`config.mk`:
```
export PLATFORM = sky130hd
export DESIGN_NAME = csa8_add_sched
export DESIGN_NICKNAME = d
export VERILOG_FILES = /design/src/rtl/csa8_add_sched_pkg.sv /design/src/rtl/csa8_add_sched_nov.sv /design/src/rtl/csa8_add_sched.sv
export SDC_FILE = /design/constraint.sdc
export NUM_CORES = 1
export LEC_CHECK = 0
export CORE_MARGIN = 5
export CORE_UTILIZATION = 39
export CTS_BUF_LIST = sky130_fd_sc_hd__clkbuf_8
export CTS_CLUSTER_DIAMETER = 100
export DETAILED_ROUTE_END_ITERATION = 12
export PLACE_DENSITY_LB_ADDON = 0.3
export SYNTH_ARGS = -nofsm -noshare
export SYNTH_HDL_FRONTEND = slang
export SYNTH_HIERARCHICAL = 1
export SYNTH_SLANG_ARGS = --single-unit
```
`constraint.sdc`:
```
create_clock -name clk -period 10.7 [get_ports clk]
set_input_delay 3.21 -clock clk [delete_from_list [all_inputs] [get_ports clk]]
set_output_delay 3.21 -clock clk [all_outputs]
set_load 0.03 [all_outputs]
```
`src/rtl/csa8_add_sched_pkg.sv`:
```
// Shared definitions for the byte-serial shared-adder scheduler:
// FSM encoding, slice width and requester IDs.
package csa8_add_sched_pkg;

  typedef enum logic [1:0] {
    ST_IDLE = 2'd0,
    ST_RUN  = 2'd1,
    ST_DONE = 2'd2
  } state_t;

  localparam int SLICE_W = 8;

  localparam logic ID_PC  = 1'b0;
  localparam logic ID_ALU = 1'b1;

endpackage

```
`src/rtl/csa8_add_sched_nov.sv`:
```
// 8-bit carry-select adder slice: the low nibble ripples, the high nibble
// is precomputed for both carries and selected by the low-nibble carry.
module csa8_nov
  import csa8_add_sched_pkg::*;
(
  input  logic [SLICE_W-1:0] a,
  input  logic [SLICE_W-1:0] b,
  input  logic               cin,
  output logic [SLICE_W-1:0] sum,
  output logic               carry_out
);

  logic [4:0] lo;
  logic [4:0] hi0;
  logic [4:0] hi1;

  assign lo  = {1'b0, a[3:0]} + {1'b0, b[3:0]} + {4'b0000, cin};
  assign hi0 = {1'b0, a[7:4]} + {1'b0, b[7:4]};
  assign hi1 = {1'b0, a[7:4]} + {1'b0, b[7:4]} + 5'd1;

  assign sum       = {(lo[4] ? hi1[3:0] : hi0[3:0]), lo[3:0]};
  assign carry_out = lo[4] ? hi1[4] : hi0[4];

endmodule

```
`src/rtl/csa8_add_sched.sv`:
```
// Round-robin scheduler sharing one 8-bit carry-select slice between two
// requesters; a WIDTH-bit add is sequenced LSB byte first with a carry register.
module csa8_add_sched
  import csa8_add_sched_pkg::*;
#(
  parameter int WIDTH = 32
) (
  input  logic             clk,
  input  logic             rst,
  input  logic             req0_valid,
  output logic             req0_ready,
  input  logic [WIDTH-1:0] req0_a,
  input  logic [WIDTH-1:0] req0_b,
  input  logic             req0_cin,
  input  logic             req1_valid,
  output logic             req1_ready,
  input  logic [WIDTH-1:0] req1_a,
  input  logic [WIDTH-1:0] req1_b,
  input  logic             req1_cin,
  output logic             rsp_valid,
  input  logic             rsp_ready,
  output logic             rsp_id,
  output logic [WIDTH-1:0] rsp_sum,
  output logic             rsp_cout,
  output logic             rsp_ovf
);

  localparam int SLICES = WIDTH / SLICE_W;
  localparam int CNT_W  = (SLICES > 1) ? $clog2(SLICES) : 1;
  localparam logic [CNT_W-1:0] LAST = CNT_W'(SLICES - 1);

  state_t             state_q, state_d;
  logic [CNT_W-1:0]   cnt_q, cnt_d;
  logic               carry_q, carry_d;
  logic               last_grant_q, last_grant_d;
  logic [WIDTH-1:0]   a_q, a_d;
  logic [WIDTH-1:0]   b_q, b_d;
  logic               id_q, id_d;
  logic [WIDTH-1:0]   sum_q, sum_d;
  logic               cout_q, cout_d;
  logic               ovf_q, ovf_d;

  logic               grant0, grant1;
  logic [SLICE_W-1:0] a_byte, b_byte, s_byte;
  logic               c_slice;

  function automatic logic ovf_f(input logic a_msb, input logic b_msb,
                                 input logic s_msb);
    return (a_msb == b_msb) && (s_msb != a_msb);
  endfunction

  // Port 0 wins unless port 1 also asks and port 0 was served last.
  always_comb begin
    grant0     = req0_valid && (!req1_valid || (last_grant_q == ID_ALU));
    grant1     = req1_valid && !grant0;
    req0_ready = !rst && (state_q == ST_IDLE) && grant0;
    req1_ready = !rst && (state_q == ST_IDLE) && grant1;
  end

  always_comb begin
    a_byte = '0;
    b_byte = '0;
    for (int k = 0; k < SLICES; k++) begin
      if (cnt_q == CNT_W'(k)) begin
        a_byte = a_q[k*SLICE_W +: SLICE_W];
        b_byte = b_q[k*SLICE_W +: SLICE_W];
      end
    end
  end

  csa8_nov u_slice (
    .a         (a_byte),
    .b         (b_byte),
    .cin       (carry_q),
    .sum       (s_byte),
    .carry_out (c_slice)
  );

  always_comb begin
    state_d      = state_q;
    cnt_d        = cnt_q;
    carry_d      = carry_q;
    last_grant_d = last_grant_q;
    a_d          = a_q;
    b_d          = b_q;
    id_d         = id_q;
    sum_d        = sum_q;
    cout_d       = cout_q;
    ovf_d        = ovf_q;
    case (state_q)
      ST_IDLE: begin
        if (req0_ready || req1_ready) begin
          id_d         = req1_ready ? ID_ALU : ID_PC;
          a_d          = req1_ready ? req1_a   : req0_a;
          b_d          = req1_ready ? req1_b   : req0_b;
          carry_d      = req1_ready ? req1_cin : req0_cin;
          cnt_d        = '0;
          last_grant_d = id_d;
          state_d      = ST_RUN;
        end
      end
      ST_RUN: begin
        for (int k = 0; k < SLICES; k++) begin
          if (cnt_q == CNT_W'(k)) sum_d[k*SLICE_W +: SLICE_W] = s_byte;
        end
        carry_d = c_slice;
        if (cnt_q == LAST) begin
          state_d = ST_DONE;
          cout_d  = c_slice;
          ovf_d   = ovf_f(a_q[WIDTH-1], b_q[WIDTH-1], s_byte[SLICE_W-1]);
        end else begin
          cnt_d = cnt_q + CNT_W'(1);
        end
      end
      ST_DONE: begin
        if (rsp_ready) state_d = ST_IDLE;
      end
      default: state_d = ST_IDLE;
    endcase
  end

  always_ff @(posedge clk) begin
    a_q <= a_d;
    b_q <= b_d;
    if (rst) begin
      state_q      <= ST_IDLE;
      cnt_q        <= '0;
      carry_q      <= 1'b0;
      last_grant_q <= ID_ALU;
      id_q         <= 1'b0;
      sum_q        <= '0;
      cout_q       <= 1'b0;
      ovf_q        <= 1'b0;
    end else begin
      state_q      <= state_d;
      cnt_q        <= cnt_d;
      carry_q      <= carry_d;
      last_grant_q <= last_grant_d;
      id_q         <= id_d;
      sum_q        <= sum_d;
      cout_q       <= cout_d;
      ovf_q        <= ovf_d;
    end
  end

  assign rsp_valid = (state_q == ST_DONE);
  assign rsp_id    = id_q;
  assign rsp_sum   = sum_q;
  assign rsp_cout  = cout_q;
  assign rsp_ovf   = ovf_q;

endmodule

```
==> results.py <==
metrics = {
    "yosys": {
        "synth-edff-count": 64,
        "syn_area_per_cell_um2": 11.6,
        "synthSimpleGateAreaFrac_pct": 7.86,
        "synthAdderAreaFrac_pct": 3.90,
        "yosysSeqAreaShare_pct": 50.8,
        "synth_area_um2": 5400,
        "synth_nets": 616,
        "yosysWarnings": 6,
        "ys_top_cells_by_area": "edfxtp_1, dfxtp_1, mux2_2",
        "ys_types": 48,
        "synth.top_cell.area_share_pct": 35.6,
        "synthXorXnorAreaFrac_pct": 1.28,
        "postSynthRegisterBits": 105,
        "synth_cells": 466,
        "async_flop_share_pct": 0,
        "synth_compound_area_share_pct": 11.0,
        "synth_top_family_by_area": "multiplexers",
        "synth.area.mux_share_pct": 19.9,
        "yosys.area.top_type": "edfxtp_1",
        "ys_dominant_reg_cell": "edfxtp_1",
    },
    "floorplan": {
        "dieArea_um2": 16300,
        "initial_core_util_pct": 39.3,
        "die_w_um": 128,
        "io_pins": 173,
        "coreArea_um2": 13700,
        "rows": 43,
        "die_h_um": 128,
    },
    "clocking": {
        "cts_hold_buf": 0,
        "clock-sinks": 105,
        "cts_setup_buffers": 0,
        "clk_latency_ns": 0.36,
        "ctsResizeCount": 0,
        "cts_max_level": 3,
        "cts_buffers": 9,
        "cts_tree": "done",
        "clock_path_buffers": 2,
        "clk_pin_slew_worst_paths_ns": 0.09,
        "cts_root_buf": "clkbuf_8",
    },
    "timing": {
        "grt_setup_unrepaired": "false",
        "tightestPinTransition_ns": 0.928,
        "slew_violations": 0,
        "final.setup.tns_ns": 0,
        "finClkSkew_ns": 0.0162,
        "hold_violations": 0,
        "max_slew_margin_pct": 38.2,
        "finalCriticalPeriod_ns": 8.26,
        "finalSetupViolCount": 0,
        "fin_crit_sh_pct": 77.2,
        "fmax_ghz": 0.121,
    },
    "critical_path": {
        "ff2ff_setup_slack_ns": 6.50,
        "crit_fanout": 44,
        "r2r_end": "rsp_ovf$_SDFFE_PP0P_",
        "endpoint": "req0_ready",
        "startpoint_type": "primary input",
        "crit_start": "rst",
        "reg2reg_depth": 14,
        "worstReg2RegStart": "cnt_q[0]$_SDFFE_PP0P_",
        "critPathKind": "in2out",
        "cp-end-kind": "primary output",
        "crit_required_ns": 7.49,
        "crit_arrival_ns": 5.05,
    },
    "run_status": {
        "outcome": "finished clean",
    },
    "global_route": {
        "antenna_found_initial": 0,
        "grt_max_degree": 67,
        "grt_pass1_vias": 4118,
        "use_met1_pct": 18.7,
        "grt_overflow": 0,
        "grt_usage_pct": 15.1,
        "gr-max-usage-layer": "met2",
        "grt_pass1_wl_um": 19800,
        "grt_use_met2_pct": 26.9,
        "grt_util_met3_pct": 3.93,
    },
    "placement": {
        "place_area_um2": 7230,
        "port_buffers": 172,
        "dpl.hpwl_um": 9630,
        "gp_congestion": 0.788,
        "placed_cells_incl_taps": 793,
    },
    "routing": {
        "drt_iter0_drc": 166,
        "wl_per_cell_um": 15.3,
        "drc_errors": 0,
        "antenna_left": 0,
        "dr.pass1.iters": 4,
        "drt-vias-per-instance": 4.82,
        "vias": 3900,
        "wl_um": 12400,
    },
    "power": {
        "irDropWorstVdd_uv": 63.2,
        "powerDensity_nw_per_um2": 132,
        "p_leak_nw": 3.03,
    },
    "finish": {
        "syn_to_final_growth_pct": 37.4,
        "instances_no_fill": 809,
        "diodes": 0,
        "final_nets": 774,
        "final_cell_area_um2": 7410,
        "layout-drive-gt1-share_pct": 15.1,
    },
    "hold_path": {
        "hold_path_class": "reg2reg",
    },
    "run": {
        "maxCapViolCount": 0,
    },
}
## cells in the final DEF, fill, tap and decap left out, types with 2 or more instances in the layout
cell type and count:
a21oi_1 51, inv_1 30, xnor2_1 4, dfxtp_1 41, ha_1 12, nand3b_1 5
mux2_4 27, clkbuf_8 9, inv_2 2, mux2i_1 24, xor2_1 2, nand2_1 36
buf_4 6, mux2_2 37, nor2_1 30, nor2b_1 2, fa_1 3, clkinv_4 3
edfxtp_1 64, a22o_1 16, nand2b_1 2, and3_1 2, nand3_1 2, clkdlybuf4s50_1 172
o21ai_0 19
## flip-flops by register name, summed over array words and instances, names as in the netlist
signal	flops
cnt_q	2
state_q	2
last_grant_q	1
a_q	32
carry_q	1
rsp_ovf	1
b_q	32
rsp_sum	32
rsp_cout	1
rsp_id	1
## report_power, final
group | total, W | switching, W | internal, W
Clock | 0.000225 | 0.000137 | 0.0000876
Combinational | 0.000284 | 0.000143 | 0.000141
Sequential | 0.000471 | 0.0000107 | 0.000460
Total | 0.000980 | 0.000292 | 0.000689
## area by class of cell
cell class	instances	area [um2]
fillers	1241	6310
flip-flops and latches	105	2740
multi-input cells	299	2380
repair buffers	178	1770
well taps	180	225
clock buffers	9	124
inverters	31	116
clock inverters	7	60.1
## per-stage QoR
step | power (W) | hold WS, ns | setup WS, ns | utilization (%)
detailed placement | 0.000768 | 0.453 | 2.44 | 52.7
finish | 0.000980 | 0.467 | 2.44 | 54.0
floorplan | 0.000655 | 0.497 | 3.39 | -
global route | 0.00104 | 0.485 | 2.32 | 54.0
CTS | 0.000993 | 0.467 | 2.42 | 54.0
global placement | 0.000761 | 0.444 | 2.48 | 52.7
## synthesized netlist by cell type, types with 2 or more instances
cell,count
nor2_1,30
fa_1,3
nor2b_1,2
ha_1,12
nand2b_1,2
nand3_1,2
dfxtp_1,41
o21ai_0,19
buf_2,9
buf_6,5
inv_1,30
mux2_2,37
nand2_1,37
a22o_1,16
xnor2_1,4
a21oi_1,51
edfxtp_1,64
clkbuf_1,17
xor2_1,2
mux2_4,27
mux2i_1,24
nand3b_1,5
and3_1,2
## worst min path at each step
stage	to	startpoint	depth (start not counted)
CTS	rsp_sum[29]$_SDFFE_PP0P_	rsp_sum[29]$_SDFFE_PP0P_	2
global route	rsp_sum[29]$_SDFFE_PP0P_	rsp_sum[29]$_SDFFE_PP0P_	2
global placement	rsp_sum[29]$_SDFFE_PP0P_	rsp_sum[29]$_SDFFE_PP0P_	2
detailed placement	rsp_sum[29]$_SDFFE_PP0P_	rsp_sum[29]$_SDFFE_PP0P_	2
floorplan	cnt_q[1]$_SDFFE_PP0P_	cnt_q[1]$_SDFFE_PP0P_	2
finish	rsp_sum[29]$_SDFFE_PP0P_	rsp_sum[29]$_SDFFE_PP0P_	2
## critical path: stages
cell and delay [ns]:
clkdlybuf4s50_1 0.40, buf_4 0.27, nor3_4 0.25, and3_1 0.24, clkdlybuf4s50_1 0.68
## logic make-up (layout without fill, tap and decap cells)
family	Yosys count	after routing
flip-flops	105	105
AO/OA/AOI/OAI	98	98
AND/OR/NAND/NOR	90	90
multiplexers	89	89
buffers and inverters	62	225
adder cells (fa/ha/maj)	15	15
XOR/XNOR	7	7
## per-layer routing
layer | part of all wire [%] | wire length (um)
met1 | 42 | 5200
met2 | 50 | 6240
met3 | 7.0 | 873
met4 | 0.65 | 80
met5 | 0 | 0
Power figures use the tool's default switching activity.
